## config.mk

```make
export PLATFORM = sky130hd
export DESIGN_NAME = dds_phase_engine
export DESIGN_NICKNAME = d
export VERILOG_FILES = /design/src/rtl/dds_pkg.sv /design/src/rtl/dds_phase_engine_freq_mult_seq.sv /design/src/rtl/dds_phase_engine.sv
export SDC_FILE = /design/constraint.sdc
export NUM_CORES = 1
export LEC_CHECK = 0
export BUFFER_PORTS_ARGS = -buffer_cell sky130_fd_sc_hd__buf_4
export CAP_MARGIN = 20
export CORE_MARGIN = 2
export CORE_UTILIZATION = 50
export CTS_BUF_LIST = sky130_fd_sc_hd__clkbuf_8
export DETAILED_ROUTE_END_ITERATION = 10
export GPL_TIMING_DRIVEN = 0
export HOLD_SLACK_MARGIN = 0.15
export PLACE_DENSITY = 0.7
export SYNTH_ARGS = -nofsm -noshare
export SYNTH_HDL_FRONTEND = slang
export SYNTH_SLANG_ARGS = --single-unit
```

## constraint.sdc

```tcl
create_clock -name clk -period 6.94 [get_ports clk]
set_input_delay 1.388 -clock clk [delete_from_list [all_inputs] [get_ports clk]]
set_output_delay 1.388 -clock clk [all_outputs]
set_load 0.02 [all_outputs]
```

## src/rtl/dds_pkg.sv

```systemverilog
// Shared DDS constants and types, reused by the sweep controller, this phase
// engine and the waveform LUT stage.
package dds_pkg;

    localparam int unsigned CLK_HZ      = 100_000_000;
    localparam int          ACC_W       = 32;
    localparam int          PHASE_OUT_W = 12;
    localparam int          FREQ_W      = 20;
    localparam int          PROD_W      = 42;
    localparam int          K_SHIFT     = 16;

    // round(2^48 / CLK_HZ); the 2^48 scale keeps 16 fractional bits until the
    // final shift so the tuning word rounds toward zero only once.
    localparam logic [21:0] K_MULT      = 22'd2814750;

    // Dither LFSR: x^16 + x^14 + x^13 + x^11 + 1, right-shifting Galois form.
    localparam int          LFSR_W      = 16;
    localparam logic [15:0] LFSR_SEED   = 16'hACE1;
    localparam logic [15:0] LFSR_TAPS   = 16'hB400;

    typedef enum logic [1:0] {
        IDLE  = 2'd0,
        CALC  = 2'd1,
        PEND  = 2'd2,
        APPLY = 2'd3
    } dds_state_e;

    // Scale the Hz*K_MULT product down to an ACC_W tuning word.
    function automatic logic [ACC_W-1:0] prod_to_word(input logic [PROD_W-1:0] prod);
        logic [K_SHIFT+ACC_W-1:0] ext;
        ext = {{(K_SHIFT + ACC_W - PROD_W){1'b0}}, prod};
        return ext[K_SHIFT +: ACC_W];
    endfunction

endpackage

```

## src/rtl/dds_phase_engine_freq_mult_seq.sv

```systemverilog
// Sequential shift-add multiplier: operand (Hz) * K_MULT, one operand bit per
// clock, LSB first. product and done are combinational views of the final
// iteration so the parent can capture the result on the same edge.
module freq_mult_seq
    import dds_pkg::*;
(
    input  logic              clk,
    input  logic              rst,
    input  logic              start,
    input  logic [FREQ_W-1:0] operand,
    output logic              done,
    output logic [PROD_W-1:0] product
);

    logic [FREQ_W-1:0] op_q,   op_d;
    logic [PROD_W-1:0] prod_q, prod_d;
    logic [4:0]        idx_q,  idx_d;
    logic              run_q,  run_d;

    // Next-state: load on start, otherwise accumulate one partial product per cycle.
    always_comb begin
        op_d   = op_q;
        prod_d = prod_q;
        idx_d  = idx_q;
        run_d  = run_q;
        done   = 1'b0;
        if (start) begin
            op_d   = operand;
            prod_d = '0;
            idx_d  = '0;
            run_d  = 1'b1;
        end else if (run_q) begin
            if (op_q[idx_q]) begin
                prod_d = prod_q + (PROD_W'(K_MULT) << idx_q);
            end
            if (idx_q == 5'(FREQ_W - 1)) begin
                run_d = 1'b0;
                done  = 1'b1;
            end else begin
                idx_d = idx_q + 5'd1;
            end
        end
    end

    // Multiplier state registers.
    always_ff @(posedge clk or posedge rst) begin
        if (rst) begin
            op_q   <= '0;
            prod_q <= '0;
            idx_q  <= '0;
            run_q  <= 1'b0;
        end else begin
            op_q   <= op_d;
            prod_q <= prod_d;
            idx_q  <= idx_d;
            run_q  <= run_d;
        end
    end

    assign product = prod_d;

endmodule

```

## src/rtl/dds_phase_engine.sv

```systemverilog
// DDS phase engine: tracks freq_in, converts it to a tuning word and applies
// it glitch-free to the phase accumulator feeding the waveform LUT.
// Optional build macro: PHASE_DITHER_EN adds LFSR dither ahead of the
// phase_out truncation (accumulator itself stays undithered).
//
// state | meaning
// ------+--------------------------------------------------------------
// IDLE  | compare freq_in with the latched value, start a conversion
// CALC  | multiplier running (busy), 20 cycles
// PEND  | word ready, waiting for an accumulator wrap to load it
// APPLY | cycle in which a completion-time word has just been loaded
module dds_phase_engine
    import dds_pkg::*;
#(
    parameter bit UPDATE_ON_WRAP = 1'b1
) (
    input  logic                   clk,
    input  logic                   rst,
    input  logic                   enable,
    input  logic [FREQ_W-1:0]      freq_in,
    output logic [PHASE_OUT_W-1:0] phase_out,
    output logic [ACC_W-1:0]       phase_inc,
    output logic                   busy,
    output logic                   inc_upd,
    output logic                   wrap
);

    localparam int LOW_W     = ACC_W - PHASE_OUT_W;
    localparam int LOW_SUM_W = LOW_W + 1;

    dds_state_e             state_q, state_d;
    logic [FREQ_W-1:0]      freq_lat_q, freq_lat_d;
    logic [ACC_W-1:0]       result_q, result_d;
    logic [ACC_W-1:0]       phase_inc_q, phase_inc_d;
    logic                   inc_upd_q, inc_upd_d;
    logic [ACC_W-1:0]       acc_q, acc_d;
    logic                   wrap_q, wrap_d;
    logic [PHASE_OUT_W-1:0] phase_out_q, phase_out_d;
    logic [ACC_W:0]         acc_sum;
    logic                   mult_start;
    logic                   mult_done;
    logic [PROD_W-1:0]      mult_product;
    logic [ACC_W-1:0]       new_word;
    logic                   load_ok;

    freq_mult_seq u_mult (
        .clk     (clk),
        .rst     (rst),
        .start   (mult_start),
        .operand (freq_in),
        .done    (mult_done),
        .product (mult_product)
    );

    // Phase accumulator add; carry-out becomes the wrap pulse.
    always_comb begin
        acc_sum = {1'b0, acc_q} + {1'b0, phase_inc_q};
        acc_d   = acc_q;
        wrap_d  = 1'b0;
        if (enable) begin
            acc_d  = acc_sum[ACC_W-1:0];
            wrap_d = acc_sum[ACC_W];
        end
    end

    // Next-state and word-load decisions for the conversion FSM.
    always_comb begin
        state_d     = state_q;
        freq_lat_d  = freq_lat_q;
        result_d    = result_q;
        phase_inc_d = phase_inc_q;
        inc_upd_d   = 1'b0;
        mult_start  = 1'b0;
        new_word    = prod_to_word(mult_product);
        // A zero word never wraps, so there is no phase continuity to protect;
        // loading at once avoids waiting forever when starting from rest.
        load_ok     = wrap_d || (phase_inc_q == '0);
        unique case (state_q)
            IDLE: begin
                if (freq_in != freq_lat_q) begin
                    freq_lat_d = freq_in;
                    mult_start = 1'b1;
                    state_d    = CALC;
                end
            end
            CALC: begin
                if (mult_done) begin
                    result_d = new_word;
                    if (!UPDATE_ON_WRAP) begin
                        phase_inc_d = new_word;
                        inc_upd_d   = 1'b1;
                        state_d     = APPLY;
                    end else if (load_ok) begin
                        phase_inc_d = new_word;
                        inc_upd_d   = 1'b1;
                        state_d     = IDLE;
                    end else begin
                        state_d = PEND;
                    end
                end
            end
            PEND: begin
                if (load_ok) begin
                    phase_inc_d = result_q;
                    inc_upd_d   = 1'b1;
                    state_d     = IDLE;
                end
            end
            APPLY: begin
                state_d = IDLE;
            end
            default: begin
                state_d = IDLE;
            end
        endcase
    end

`ifdef PHASE_DITHER_EN
    logic [LFSR_W-1:0]    lfsr_q, lfsr_d;
    logic [LOW_SUM_W-1:0] low_sum;

    // Dither LFSR advance and dithered MSB extraction.
    always_comb begin
        lfsr_d = lfsr_q;
        if (enable) begin
            lfsr_d = {1'b0, lfsr_q[LFSR_W-1:1]} ^ (lfsr_q[0] ? LFSR_TAPS : '0);
        end
        low_sum     = {1'b0, acc_d[LOW_W-1:0]} + LOW_SUM_W'(lfsr_q[LOW_W-5:0]);
        phase_out_d = acc_d[ACC_W-1 -: PHASE_OUT_W] + PHASE_OUT_W'(low_sum[LOW_W]);
    end

    // Dither LFSR register.
    always_ff @(posedge clk or posedge rst) begin
        if (rst) begin
            lfsr_q <= LFSR_SEED;
        end else begin
            lfsr_q <= lfsr_d;
        end
    end
`else
    // Plain MSB extraction of the next accumulator value.
    always_comb begin
        phase_out_d = acc_d[ACC_W-1 -: PHASE_OUT_W];
    end
`endif

    // FSM, tuning word and accumulator registers.
    always_ff @(posedge clk or posedge rst) begin
        if (rst) begin
            state_q     <= IDLE;
            freq_lat_q  <= '0;
            result_q    <= '0;
            phase_inc_q <= '0;
            inc_upd_q   <= 1'b0;
            acc_q       <= '0;
            wrap_q      <= 1'b0;
            phase_out_q <= '0;
        end else begin
            state_q     <= state_d;
            freq_lat_q  <= freq_lat_d;
            result_q    <= result_d;
            phase_inc_q <= phase_inc_d;
            inc_upd_q   <= inc_upd_d;
            acc_q       <= acc_d;
            wrap_q      <= wrap_d;
            phase_out_q <= phase_out_d;
        end
    end

    assign phase_out = phase_out_q;
    assign phase_inc = phase_inc_q;
    assign busy      = (state_q == CALC);
    assign inc_upd   = inc_upd_q;
    assign wrap      = wrap_q;

endmodule

```

==> results.md <==
- The flow ran to the end, and the final reports show no timing, DRC or antenna violations.
- The via count of the first global-routing pass is between 10000 and 15000.
- Setup repair after global routing left no endpoint under its margin.
- Adding up every negative setup slack in the final design gives 0 ps.
- No sink is reached through more buffers than the 2 on the longest clock path.
- The worst reg2reg path startpoint is u_mult.idx_q[1].
- The most used flip-flop cell after synthesis is sky130_fd_sc_hd__dfrtp_1.
- The number of clock buffers inserted by TritonCTS is 17.
- The number of max-slew violations in the final report came to 0.
- The library cell used most frequently in the layout, excluding fill and tap cells, is sky130_fd_sc_hd__nand2_1.
- In the synthesized netlist, mux cells make up between 7 and 8% of the area.
- The slack of the worst reg-to-reg path is between 1500 and 2000 ps.
- Clock tree synthesis found a total of around 160 sinks.
- The number of standard cells in the final layout excluding fillers is approximately 1800.
- The arrival time of data at the critical path endpoint is approximately 5400 ps.
- In this run the power spent charging and discharging nets is between 2 and 2.5 mW.
- The net switching fraction of the power is around half.
- The share of the clock period used by the worst path is between 70 and 80%.
- The first global-routing pass estimated about 55 mm of wire.
- The combinational power share is 58.0%.
- Once the floorplan was initialized, standard cells occupied 51.29% of the core.
- The adder-cell share of the synthesized area is 8.910%.
- The synthesized netlist contains 93 unique library cells.
- After technology mapping, the gate count stands at ~1300.
- From left edge to right edge, the die measures 156.9 um.
- The y dimension of the die is between 150 and 200 um.
- Between clock sinks in the finished design, the worst skew comes to between 20 and 25 ps.
- The remaining max-slew budget at the tightest pin is 44.88%.
- After legalization and detailed placement, the total HPWL measured about 27 mm.
- In the synthesized netlist the async set-or-reset flop fraction comes to 100.0%.
- In the layout the commonest cells are sky130_fd_sc_hd__nand2_1, sky130_fd_sc_hd__dfrtp_1, sky130_fd_sc_hd__nor2_1, sky130_fd_sc_hd__a21oi_1, sky130_fd_sc_hd__buf_4.
- Entering global routing, the biggest net connects approximately 100 pins.
- The final hold violation count is 0.
- The sequential cell fraction of total power is around a quarter.
- The latest clock arrival within the worst-skew pair is 480 ps.
- For the worst flop-to-flop path, the logic depth is 18.
- The detailed router's first-iteration violation count is around 700.
- For this run, the number of Yosys warnings is 0.
- For the pin with the worst max-slew slack, the measured transition is ~820 ps.
- The final antenna-violating net count is 0.
- The largest family of logic cells by synthesized area is compound AO/OA/AOI/OAI gates.
- For this design, the CTS-stage hold fixing added 0 buffers.
- The area of the die is ~25000 um^2.
- The routed via count divided by cell count is roughly 6.
- The worst hold-check path type is reg2reg.
- The post-cts sizing count is 0.
- The clock root buffer is sky130_fd_sc_hd__clkbuf_8.
- For this run, the total global-route usage over all layers was measured as 28.85%.
- The number of antenna violations at the first check in global routing is 0.
- The complex-gate fraction of the synthesized area is 21.77%.
- The category of the worst setup path capture point is a flip-flop.
- The post-detailed-route wirelength per cell is 19.90 um.
- The data required time at the worst endpoint is 7350 ps.
- The count of cells along the worst hold path is 2.
- The simple-gate share of the synthesized area is between 10% and 20%.
- The worst hold-check slack is 486.7 ps.
- The number of H-tree branching levels is 4.
- The worst reg2reg path endpoint is phase_inc[14].
- The I/O pin count is 70.
- After synthesis the netlist holds a flip-flop and latch count of 155.
- The remaining global-route overflow is 0.
- Post-CTS timing repair inserted 0 buffers for setup.
- The cell area that synthesis handed to floorplanning was about 12000 um^2.
- The number of antenna diodes in the final layout is 0.
- The critical path in this run is classified as reg2reg.
- The final number of setup-violating endpoints is 0.
- The layout filler cell count is roughly 2100.
- The clock transition time at the flip-flop clock pins of the worst setup and hold paths is approximately 100 ps.
- The internal power summed over all cells is about 2.3 mW.
- The total iterations of the first detailed-routing run is 5.
- The startpoint identified for the worst hold timing path is result_q[17].
- For this run, design rule violations remaining after detail routing come to 0.
- The static leakage power is 5.911 nW.
- The highest ir drop seen on vdd is 233.5 uV.
- The clock period could shrink to 4998 ps.
- Of the total synthesized cell area, the portion taken by XOR and XNOR cells is under 10%.
- Dividing total power by cell area gives a power density of around 340 nW/um^2.
- The TritonCTS clock tree is done.
- The number of flops mapped to enable cells by yosys is 0.
- The path with the worst hold slack has its endpoint at result_q[17].
- For this run, the top clock speed supported by timing is 200.1 MHz.
- The region available for standard cell placement spans about 23000 um^2.
- The critical-path maximum fanout is 10.
- The synthesis-to-finish area growth is 11.25%.
- At the end of the flow, the number of nets in the layout was 1535.
- The worst setup path is launched from a flip-flop.
- The cell row count is 55.
- The average size of a mapped cell is 8.700 um^2.
- Of the cells placed in the final design, the portion with a size suffix greater than 1 is ~14%.
- Across the run, the number of max-cap violations was 0.
- In this run, the clock network consumes 16.2% of the power.
- The routed wire length is 34.94 mm.
- Sequential cells were found to cover 33.20% of the synthesized design area.
- Across all layers, the routed design uses about 11000 vias.
- The number of instances in the placed design is 1724.
- The count of input and output buffers is 62.
- Routability-driven placement finished with a final weighted congestion of approximately 0.96.
[metal layers]
metal / track usage [%] / routed length (um)
met3: 3.766 / 2012
met4: 12.93 / 1610
met5: 0 / 0
met1: 38.48 / 15060
met2: 46.85 / 16260
[sequential cells by signal, indices dropped and copies added, names as in the netlist, 2 cells and up]
register	count
state_q	2
acc_q	20
u_mult.idx_q	5
result_q	26
phase_out	12
freq_lat_q	19
phase_inc	26
u_mult.prod_q	41
[power groups by stage]
stage | registers, mW | clock network [mW] | logic, mW
after floorplan | 1.13 | 0 | 1.85
after CTS | 1.15 | 0.726 | 2.55
after global routing | 1.17 | 0.765 | 2.79
final | 1.15 | 0.722 | 2.59
after detailed placement | 1.17 | 0 | 2.53
after global placement | 1.16 | 0 | 2.50
[synth_stat cells (3+ instances only)]
library cell / instances / area, um^2
sky130_fd_sc_hd__a21o_1: 24 / 180.2
sky130_fd_sc_hd__o21bai_1: 17 / 127.6
sky130_fd_sc_hd__inv_1: 34 / 127.6
sky130_fd_sc_hd__xor2_1: 30 / 262.8
sky130_fd_sc_hd__o2111ai_1: 3 / 26.28
sky130_fd_sc_hd__buf_2: 17 / 85.08
sky130_fd_sc_hd__buf_4: 19 / 142.6
sky130_fd_sc_hd__xnor2_1: 46 / 402.9
sky130_fd_sc_hd__nand3b_1: 7 / 52.55
sky130_fd_sc_hd__nor2b_1: 6 / 37.54
sky130_fd_sc_hd__a41oi_1: 3 / 26.28
sky130_fd_sc_hd__and2_1: 12 / 75.07
sky130_fd_sc_hd__o211ai_1: 10 / 75.07
sky130_fd_sc_hd__o22ai_1: 7 / 43.79
sky130_fd_sc_hd__nor2_1: 126 / 473.0
sky130_fd_sc_hd__buf_6: 3 / 33.78
sky130_fd_sc_hd__o21a_1: 23 / 172.7
sky130_fd_sc_hd__nand3_1: 24 / 120.1
sky130_fd_sc_hd__a21oi_2: 4 / 35.03
sky130_fd_sc_hd__mux2_2: 41 / 461.7
sky130_fd_sc_hd__o31ai_1: 13 / 97.59
sky130_fd_sc_hd__a211oi_2: 3 / 37.54
sky130_fd_sc_hd__mux2i_1: 27 / 270.3
sky130_fd_sc_hd__dfrtp_1: 155 / 3879
sky130_fd_sc_hd__a211oi_1: 13 / 97.59
sky130_fd_sc_hd__a31oi_1: 14 / 87.58
sky130_fd_sc_hd__buf_1: 8 / 30.03
sky130_fd_sc_hd__nor4_1: 12 / 75.07
sky130_fd_sc_hd__clkinv_1: 3 / 11.26
sky130_fd_sc_hd__a211o_1: 6 / 52.55
sky130_fd_sc_hd__nand2b_1: 9 / 56.30
sky130_fd_sc_hd__mux4_1: 3 / 78.83
sky130_fd_sc_hd__or3_1: 7 / 43.79
sky130_fd_sc_hd__o21ai_0: 70 / 350.3
sky130_fd_sc_hd__and3_1: 12 / 75.07
sky130_fd_sc_hd__a21boi_0: 3 / 22.52
sky130_fd_sc_hd__o41ai_1: 3 / 26.28
sky130_fd_sc_hd__a21oi_1: 126 / 630.6
sky130_fd_sc_hd__ha_1: 80 / 1001
sky130_fd_sc_hd__nor3_1: 27 / 135.1
sky130_fd_sc_hd__clkbuf_1: 39 / 146.4
sky130_fd_sc_hd__o311ai_0: 7 / 61.31
sky130_fd_sc_hd__o21ai_1: 4 / 20.02
sky130_fd_sc_hd__nand4_1: 18 / 112.6
sky130_fd_sc_hd__nand2_1: 164 / 615.6
[layout make-up]
class                   count  area (um^2)  share of cell area (%)
clock inverters            15        170.2                   1.309
clock buffers              17        234.0                   1.800
repair buffers             63        493.0                   3.792
inverters                  37        146.4                   1.126
multi-input cells        1068         7212                   55.48
plain buffers              88        473.0                   3.638
well taps                 313        391.6                   3.013
flip-flops and latches    155         3879                   29.84
[cell families (layout without fill, tap and decap cells)]
family	count (synthesis)	after routing
AO/OA/AOI/OAI	386	386
flip-flops	155	155
buffers and inverters	125	220
AND/OR/NAND/NOR	445	445
XOR/XNOR	76	76
other	1	6
adder cells (fa/ha/maj)	82	82
multiplexers	73	73
[worst max path at each step]
| stage | start | end | slack [ps] | cells after the start |
|---|---|---|---|---|
| after global routing | u_mult.idx_q[1] | phase_inc[9] | 1570 | 17 |
| after global placement | rst | freq_lat_q[12] | -700 | 2 |
| after floorplan | rst | acc_q[0] | 1370 | 1 |
| after detailed placement | u_mult.idx_q[1] | phase_inc[9] | 2010 | 17 |
| after CTS | u_mult.idx_q[1] | phase_inc[9] | 1990 | 17 |
| final | u_mult.idx_q[1] | phase_inc[14] | 1940 | 18 |
[stage by stage]
stage               setup slack (ps)  cell area, um^2  power (mW)  util [%]
finish                          1942            13000       4.462     57.07
CTS                             1987            13000       4.425     57.07
floorplan                       1374            11700       2.982         -
global placement              -700.8            12560       3.667     55.14
global route                    1572            13000       4.719     57.07
detailed placement              2013            12590       3.702     55.29
[critical path, cell delays in order, from the launching register on]
cell and delay, ps:
sky130_fd_sc_hd__dfrtp_1 540, sky130_fd_sc_hd__buf_6 230, sky130_fd_sc_hd__inv_1 210, sky130_fd_sc_hd__ha_1 290
sky130_fd_sc_hd__nor2_1 130, sky130_fd_sc_hd__a21oi_1 360, sky130_fd_sc_hd__nand2_1 100, sky130_fd_sc_hd__o21ai_0 130
sky130_fd_sc_hd__o22ai_1 120, sky130_fd_sc_hd__ha_1 420, sky130_fd_sc_hd__a21oi_1 340, sky130_fd_sc_hd__o21ai_0 200
sky130_fd_sc_hd__nor2_1 220, sky130_fd_sc_hd__o311ai_4 160, sky130_fd_sc_hd__a21oi_2 310, sky130_fd_sc_hd__xnor2_1 180
sky130_fd_sc_hd__mux2i_1 190, sky130_fd_sc_hd__o311ai_0 590, sky130_fd_sc_hd__o21a_1 210
(Power assumes the default switching activity.)
